===== src/rtl/uart_tx_fifo.sv =====
// Buffered 8N1 UART transmitter: a small byte FIFO fed through a valid/ready
// port, drained by a serialiser that sends start, eight data bits LSB-first
// and a stop bit, each held for SYMBOL_EDGE_TIME clock cycles.
module uart_tx_fifo #(
   parameter int CLOCK_FREQ = 125_000_000,
   parameter int BAUD_RATE  = 115_200,
   parameter int FIFO_DEPTH = 8
) (
   input  logic                          clk,
   input  logic                          rst,
   input  logic [7:0]                    data_in,
   input  logic                          data_in_valid,
   output logic                          data_in_ready,
   output logic                          serial_out,
   output logic                          tx_busy,
   output logic [$clog2(FIFO_DEPTH):0]   fifo_count
);

   localparam int SYMBOL_EDGE_TIME = CLOCK_FREQ / BAUD_RATE;
   localparam int CYC_W            = $clog2(SYMBOL_EDGE_TIME);
   localparam int PTR_W            = $clog2(FIFO_DEPTH);
   localparam int CNT_W            = PTR_W + 1;

   typedef enum logic [1:0] {
      IDLE  = 2'd0,
      START = 2'd1,
      DATA  = 2'd2,
      STOP  = 2'd3
   } state_t;

   state_t             state;
   logic [7:0]         mem [FIFO_DEPTH];
   logic [PTR_W-1:0]   wr_ptr;
   logic [PTR_W-1:0]   rd_ptr;
   logic [7:0]         shift;
   logic [2:0]         bit_idx;
   logic [2:0]         next_bit;
   logic [CYC_W-1:0]   cycle_cnt;
   logic               symbol_end;
   logic               push;
   logic               pop;

   // NOTE: these are continuous assigns of registered state only, so there is
   // no combinational path from data_in_valid to data_in_ready and no latch.
   assign symbol_end    = (cycle_cnt == CYC_W'(SYMBOL_EDGE_TIME - 1));
   assign data_in_ready = (fifo_count != CNT_W'(FIFO_DEPTH));
   assign push          = data_in_valid && data_in_ready;
   assign pop           = (fifo_count != '0) &&
                          ((state == IDLE) || ((state == STOP) && symbol_end));
   assign tx_busy       = (state != IDLE) || (fifo_count != '0);
   assign next_bit      = bit_idx + 3'd1;

   // Byte storage, written on every accepted push.
   // NOTE: the storage array is deliberately not reset; the pointers and count
   // define which entries are valid, so stale contents are never observed.
   always_ff @(posedge clk) begin
      if (push) begin
         mem[wr_ptr] <= data_in;
      end
   end

   // FIFO pointers and occupancy; a simultaneous push and pop leaves the count alone.
   // NOTE: all sequential state uses non-blocking assignments so every register
   // sees the pre-edge value of every other register.
   always_ff @(posedge clk or negedge rst) begin
      if (!rst) begin
         wr_ptr     <= '0;
         rd_ptr     <= '0;
         fifo_count <= '0;
      end else begin
         if (push) begin
            wr_ptr <= wr_ptr + 1'b1;
         end
         if (pop) begin
            rd_ptr <= rd_ptr + 1'b1;
         end
         case ({push, pop})
            2'b10:   fifo_count <= fifo_count + 1'b1;
            2'b01:   fifo_count <= fifo_count - 1'b1;
            default: fifo_count <= fifo_count;
         endcase
      end
   end

   // Serialiser FSM with a registered, glitch-free line output.
   always_ff @(posedge clk or negedge rst) begin
      if (!rst) begin
         state      <= IDLE;
         serial_out <= 1'b1;
         shift      <= '0;
         bit_idx    <= '0;
         cycle_cnt  <= '0;
      end else begin
         case (state)
            IDLE: begin
               serial_out <= 1'b1;
               cycle_cnt  <= '0;
               bit_idx    <= '0;
               if (pop) begin
                  shift      <= mem[rd_ptr];
                  serial_out <= 1'b0;
                  state      <= START;
               end
            end

            START: begin
               if (symbol_end) begin
                  cycle_cnt  <= '0;
                  bit_idx    <= '0;
                  serial_out <= shift[0];
                  state      <= DATA;
               end else begin
                  cycle_cnt <= cycle_cnt + 1'b1;
               end
            end

            DATA: begin
               if (symbol_end) begin
                  cycle_cnt <= '0;
                  if (bit_idx == 3'd7) begin
                     serial_out <= 1'b1;
                     state      <= STOP;
                  end else begin
                     bit_idx    <= next_bit;
                     serial_out <= shift[next_bit];
                  end
               end else begin
                  cycle_cnt <= cycle_cnt + 1'b1;
               end
            end

            STOP: begin
               if (symbol_end) begin
                  cycle_cnt <= '0;
                  bit_idx   <= '0;
                  if (pop) begin
                     // Back-to-back frame: start bit follows the stop bit directly.
                     shift      <= mem[rd_ptr];
                     serial_out <= 1'b0;
                     state      <= START;
                  end else begin
                     serial_out <= 1'b1;
                     state      <= IDLE;
                  end
               end else begin
                  cycle_cnt <= cycle_cnt + 1'b1;
               end
            end

            default: begin
               serial_out <= 1'b1;
               cycle_cnt  <= '0;
               bit_idx    <= '0;
               state      <= IDLE;
            end
         endcase
      end
   end

endmodule


===== config.mk =====
export PLATFORM = sky130hd
export DESIGN_NAME = uart_tx_fifo
export DESIGN_NICKNAME = d
export VERILOG_FILES = /design/src/rtl/uart_tx_fifo.sv
export SDC_FILE = /design/constraint.sdc
export NUM_CORES = 1
export LEC_CHECK = 0
export CAP_MARGIN = 5
export CORE_ASPECT_RATIO = 1.5
export CORE_MARGIN = 2
export CORE_UTILIZATION = 60
export CTS_CLUSTER_DIAMETER = 30
export DETAILED_ROUTE_END_ITERATION = 10
export HOLD_SLACK_MARGIN = 0.02
export PLACE_DENSITY_LB_ADDON = 0.05
export SLEW_MARGIN = 10
export SYNTH_ARGS = -nofsm -noshare
export SYNTH_HDL_FRONTEND = slang
export SYNTH_SLANG_ARGS = --single-unit

===== constraint.sdc =====
create_clock -name clk -period 2.85 [get_ports clk]
set_input_delay 0.57 -clock clk [delete_from_list [all_inputs] [get_ports clk]]
set_output_delay 0.57 -clock clk [all_outputs]
set_load 0.1 [all_outputs]

==> qor.csv, run 1 <==
metric,value,unit
global routing met2 resource utilization,0.367,
number of register bits inferred by synthesis,99,
floorplan die width,74.2,um
Residual DRC,0,
fraction of met3 tracks used by global routing,0.0367,
class of the tightest hold or removal check,register to register,
final max-slew violation count,0,
Routed WL,7.49,mm
number of endpoints with negative hold slack in the final report,0,
Num CTS Buffers,9,
1st-pass router iterations,6,
P per Cell Area,1010,nW/um2
Synth cell types,50,
leading cell types by total area after synthesis,"edfxtp_1 (43%), dfrtp_1 (19%), mux4_1 (5.3%), mux2_2 (4.3%), mux4_2 (4.1%)",
Post-synth EDFFs,64,
IO Port Bufs,17,
Core ar.,7180,um2
half-perimeter wire length of the detailed placement result,5.13,mm
layout-stage area growth over the synthesis result,11.9,%
fin nets,335,
Commonest cells post-synth,"edfxtp_1 (64), dfrtp_1 (34), nor2_1 (20)",
setup TNS after final layout,0,ps
final setup fails,0,
Iter 0 DRT Violations,164,
Global Route met1 Usage,0.262,
Post-Route Utilization,0.692,
RR Startpoint,cycle_cnt[0]$_DFF_PN0_,
number of antenna violations at the first check in global routing,0,
start point of the critical path,cycle_cnt[0]$_DFF_PN0_,
number of top-level design ports,18,
antenna-violating nets left,0,
launching element type of the critical path,register,
Final period util,0.892,
number of nets in the synthesized netlist,303,
final cell area excluding filler cells,4970,um2
timing-limited maximum frequency,0.394,GHz
Cell Count Post-Placement,399,
most used routing layer in global routing,met2,
crit end category,register,
Max Cap Viol,0,
global-route wire length before repair,12.2,mm
average detailed-routed wire length per instance,18.1,um
area share of the largest cell type after synthesis,0.433,
critical path class,register to register,
Hold Startpoint,cycle_cnt[0]$_DFF_PN0_,
"Reg clk slew, reported paths",90,ps
"non-filler cells, final",415,
Final min period,2540,ps
Worst Max-Slew Pin Slew,742,ps
die area,8110,um2
total of fill cells in the finished design,478,
H-Tree Depth,3,
data arrival time at the worst-slack endpoint,2790,ps
most repeated cell in the gate-level netlist after synthesis,edfxtp_1,
largest net degree at the start of global routing,36,
final global-route overflow total,0,
instance count of the mapped netlist,278,
overall track demand over capacity in global routing,0.211,
floorplan die height,109,um
Critical Path RT,3100,ps
worst setup slack for register-to-register paths,310,ps
Synth Flop Type,edfxtp_1,
tightest slew margin relative to the limit,0.505,
leak pwr,1.88,nW
unrepaired setup endpoints after global routing,no,
fraction of final layout cells sized beyond drive strength 1,0.225,
worst setup skew after layout,5.90,ps
Synth Area per Inst,16.0,um2
multi-input logic area,1560,um2
total number of vias,2384,
TritonCTS clock tree,built,
register area,2800,um2
outcome,completed,
source-to-sink clock delay at the later pin of the worst-skew pair,360,ps
placed cell area,4750,um2
peak supply drop,0.579,mV
Site Rows,38,
cell at the root of the clock tree,clkbuf_8,
share of synthesized area occupied by flip-flops and latches,0.631,
mean number of vias per cell,5.74,
setup fix buffers added after clock tree synthesis,0,
top cell type by total area after synthesis,edfxtp_1,
CTS sink cnt,99,
Synth warnings,0,
number of antenna cells inserted,0,
weighted congestion reported at the end of routability-driven placement,0.800,
Netlist Area Pre-Place,4440,um2
via count of the first global-routing pass,2441,
share of synthesized registers carrying an async set or reset,0.354,
crit-path max FO,6,
post-route worst hold slack,479,ps
Initial Util,0.618,
clock buffer depth,2,
layout make-up:
| class | count | share of cell area |
|---|---|---|
| inverter | 6 | 0.00454 |
| multi-input combinational | 165 | 0.313 |
| clock inverter | 7 | 0.0186 |
| clock buffer | 9 | 0.0249 |
| sequential | 99 | 0.565 |
| tap | 100 | 0.0252 |
| timing repair buffer | 29 | 0.0489 |
through the flow:
stage,setup slack (ps),power (mW)
global placement,327,4.06
finish,309,5.00
detailed placement,245,4.11
CTS,241,5.06
floorplan,21.5,3.66
global route,72.7,5.32
flip-flops by register name (all words and copies together), names as in the netlist:
name / flops
wr_ptr: 3
bit_idx: 3
state: 2
shift: 8
mem: 64
rd_ptr: 3
fifo_count: 4
serial_out: 1
cycle_cnt: 11
cell usage in the layout, fill, tap and decap left out, types with 8 or more instances in the layout:
cell type,n
clkdlybuf4s50_1,10
clkbuf_8,9
edfxtp_1,64
xor2_1,13
nor2_1,19
nand2_1,13
mux4_2,8
ha_1,14
nand3_1,11
buf_4,19
dfrtp_1,30
mux4_1,9
mux2_2,17
worst max-delay path, stage by stage, from the launching register on:
cell	delay, ps
dfrtp_1	390
inv_1	60
ha_1	180
and4bb_1	230
a41oi_1	320
nor2_2	110
ha_1	270
xor2_1	170
ha_1	200
a21oi_1	140
xor2_1	150
nor2_1	60
xor2_1	140
layer usage:
layer  vias to the layer above  wire length (um)  part of all wire
met5                         -                 0                 0
met4                         0               137             0.018
met3                        12               191             0.025
met2                        33              4090              0.55
met1                      1200              3080              0.41
li1                       1139                 -                 -
report_power, final:
part           leakage, nW  switching (mW)  internal [mW]
combinational        0.760            1.02          0.867
clock                0.104           0.460          0.491
sequential            1.01           0.288           1.87
cell families (layout without fill, tap and decap cells):
family	after synthesis	after routing	share of synthesized area
flops	99	99	0.631
simple gates	78	78	0.0962
mux	39	39	0.150
compound gates	18	18	0.0316
xor+xnor	16	16	0.0316
fa+ha+maj	14	14	0.0395
buf+inv	14	51	0.0200
timing repair:
action / CTS / global route
endpoints found under the setup margin: 0 / 2
hold endpoints to repair: 0 / 0
hold buffers: 0 / 0
gates resized for setup: 0 / 1
path summary, 6_finish.rpt:
kind,end,cells past startpoint
worst min register to register,cycle_cnt[0]$_DFF_PN0_,1
worst max-delay path,fifo_count[2]$_DFFE_PN0P_,12
max in group asynchronous,fifo_count[2]$_DFFE_PN0P_,2
worst max register to register,fifo_count[2]$_DFFE_PN0P_,12
worst min-delay path,cycle_cnt[0]$_DFF_PN0_,1
min in group asynchronous,state[0]$_DFFE_PN0P_,2
Power figures use the tool's default switching activity.
==> inputs of run 2 (changes only) <==
CTS_CLUSTER_DIAMETER = 60   (was 30)
==> results of run 2 <==
Same layout as run 1: the final DEF is identical, and so are final timing and power.
==> inputs of run 3 (changes only) <==
CTS_BUF_LIST = sky130_fd_sc_hd__clkbuf_4 sky130_fd_sc_hd__clkbuf_8 sky130_fd_sc_hd__clkbuf_16   (was default)
SETUP_SLACK_MARGIN = 0.5   (was default)
==> qor.csv, run 3 (synthesis gave the netlist of run 1 again) <==
metric,value,unit
source-to-sink clock delay at the later pin of the worst-skew pair,360,ps
endpoint with the worst hold slack,cycle_cnt[0]$_DFF_PN0_,
average detailed-routed wire length per instance,18.3,um
leak pwr,1.92,nW
FF-to-FF End,fifo_count[2]$_DFFE_PN0P_,
cell at the root of the clock tree,clkbuf_8,
timing-limited maximum frequency,0.433,GHz
worst setup slack for register-to-register paths,560,ps
half-perimeter wire length of the detailed placement result,5.43,mm
final max-slew violation count,0,
critical path class,register to output port,
P per Cell Area,990,nW/um2
"most common cell after layout, fill and taps aside",edfxtp_1,
"Hold-fix buffers, CTS",0,
peak supply drop,0.670,mV
IO Port Bufs,17,
TritonCTS clock tree,built,
"leading cell types in the layout, fill and taps excluded","edfxtp_1 (64), dfrtp_1 (30), buf_4 (24)",
number of flip-flops under the largest register name,64,
layout-stage area growth over the synthesis result,15.0,%
crit-path max FO,8,
Iter 0 DRT Violations,149,
Worst R2R Path Depth,9,
cell family with the largest share of critical-path delay,flip-flops,
register name with the most flops,mem,
H-Tree Depth,3,
fin nets,343,
fraction of final layout cells sized beyond drive strength 1,0.282,
RR Startpoint,fifo_count[0]$_DFFE_PN0P_,
global-route wire length before repair,12.3,mm
dpl ws,295,ps
weighted congestion reported at the end of routability-driven placement,0.848,
floorplan die width,74.2,um
tightest slew margin relative to the limit,0.474,
crit end category,output port,
floorplan die height,109,um
Core ar.,7180,um2
unrepaired setup endpoints after global routing,yes,
final global-route overflow total,0,
Critical Path RT,2280,ps
outcome,completed,
die area,8110,um2
total number of vias,2458,
Residual DRC,0,
antenna-violating nets left,0,
Hold Startpoint,cycle_cnt[0]$_DFF_PN0_,
Num CTS Buffers,9,
via count of the first global-routing pass,2525,
setup TNS after final layout,0,ps
worst setup skew after layout,9.25,ps
1st-pass router iterations,4,
number of top-level design ports,18,
launching element type of the critical path,register,
maximum single-stage delay on the critical path,550,ps
setup slack of the critical path after layout,539,ps
slowest cell on the critical path,dfrtp_4,
Routed WL,7.75,mm
largest net degree at the start of global routing,19,
clock buffer depth,2,
Max Cap Viol,0,
Worst Hold Depth,1,
registers with the most flip-flops,"mem (64), cycle_cnt (11), shift (8)",
overall track demand over capacity in global routing,0.211,
Worst Max-Slew Pin Slew,787,ps
Post-Route Utilization,0.711,
mean number of vias per cell,5.81,
number of endpoints with negative hold slack in the final report,0,
buffering stage count on the worst path with inverters included,2,
cell breakdown of the critical path,nor4_4 > buf_6 > nand2_2 > buf_12,
data arrival time at the worst-slack endpoint,1740,ps
CTS sink cnt,99,
final setup fails,0,
number of antenna violations at the first check in global routing,0,
Final min period,2310,ps
Final period util,0.811,
"Reg clk slew, reported paths",100,ps
post-route worst hold slack,484,ps
number of antenna cells inserted,0,
class of the tightest hold or removal check,register to register,
Site Rows,38,
Initial Util,0.618,
run 3: cell types whose count changed in the layout (fill, tap and decap cells not counted), sizes merged:
cell	change
bufinv	-1
inv	+1
clkinv	-1
buf	+8
clkbuf	+1
run 3: layer usage:
| layer | global-route usage | routed length, um | vias up |
|---|---|---|---|
| met5 | 0 | 0 | - |
| met4 | 0.115 | 186 | 0 |
| met3 | 0.0275 | 200 | 16 |
| met2 | 0.381 | 4370 | 42 |
| met1 | 0.237 | 2990 | 1248 |
| li1 | - | - | 1152 |
run 3: worst register-to-register path, delay by kind of cell, from the launching register on:
| kind | cells | cell delay [ps] |
|---|---|---|
| AOI/OAI and AO/OA | 1 | 30 |
| DFF | 1 | 550 |
| and+or+nand+nor | 3 | 850 |
| xor gates and xnor gates | 3 | 450 |
| adders and majority gates | 2 | 360 |
run 3: timing repair:
item	4_1_cts	5_1_grt
setup buffers	0	7
pin swaps	1	1
endpoints found under the setup margin	3	5
endpoints found under the hold margin	0	0
resized for setup	2	12
run 3: layout make-up:
| cell class | instances | area [um2] |
|---|---|---|
| clock inverters | 6 | 63.8 |
| inverters | 6 | 22.5 |
| well taps | 100 | 125 |
| multi-input cells | 165 | 1620 |
| fillers | 475 | 2080 |
| clock buffers | 10 | 131 |
| flip-flops and latches | 99 | 2810 |
| repair buffers | 37 | 323 |
run 3: report_power, final:
part	internal, mW	switching, mW	total, mW
sequential	1.88	0.298	2.18
combinational	0.927	1.07	1.99
clock	0.416	0.463	0.879
run 3: per-stage QoR:
step           power, mW  instance area, um2  cells
2_1_floorplan       3.70                4490    278
3_3_place_gp        4.09                4800    400
3_5_place_dp        4.14                4800    400
4_1_cts             5.03                5000    416
5_1_grt             5.34                5100    423
6_report            5.05                5100    423
run 3: worst max path at each step:
stage	cells after the start	end	startpoint	slack (ps)
after floorplan	9	fifo_count[2]$_DFFE_PN0P_	fifo_count[0]$_DFFE_PN0P_	270
after global placement	12	fifo_count[2]$_DFFE_PN0P_	cycle_cnt[0]$_DFF_PN0_	390
after detailed placement	10	fifo_count[3]$_DFFE_PN0P_	cycle_cnt[0]$_DFF_PN0_	300
after CTS	12	fifo_count[2]$_DFFE_PN0P_	cycle_cnt[0]$_DFF_PN0_	470
after global routing	9	fifo_count[2]$_DFFE_PN0P_	fifo_count[0]$_DFFE_PN0P_	440
final	4	tx_busy	fifo_count[0]$_DFFE_PN0P_	540
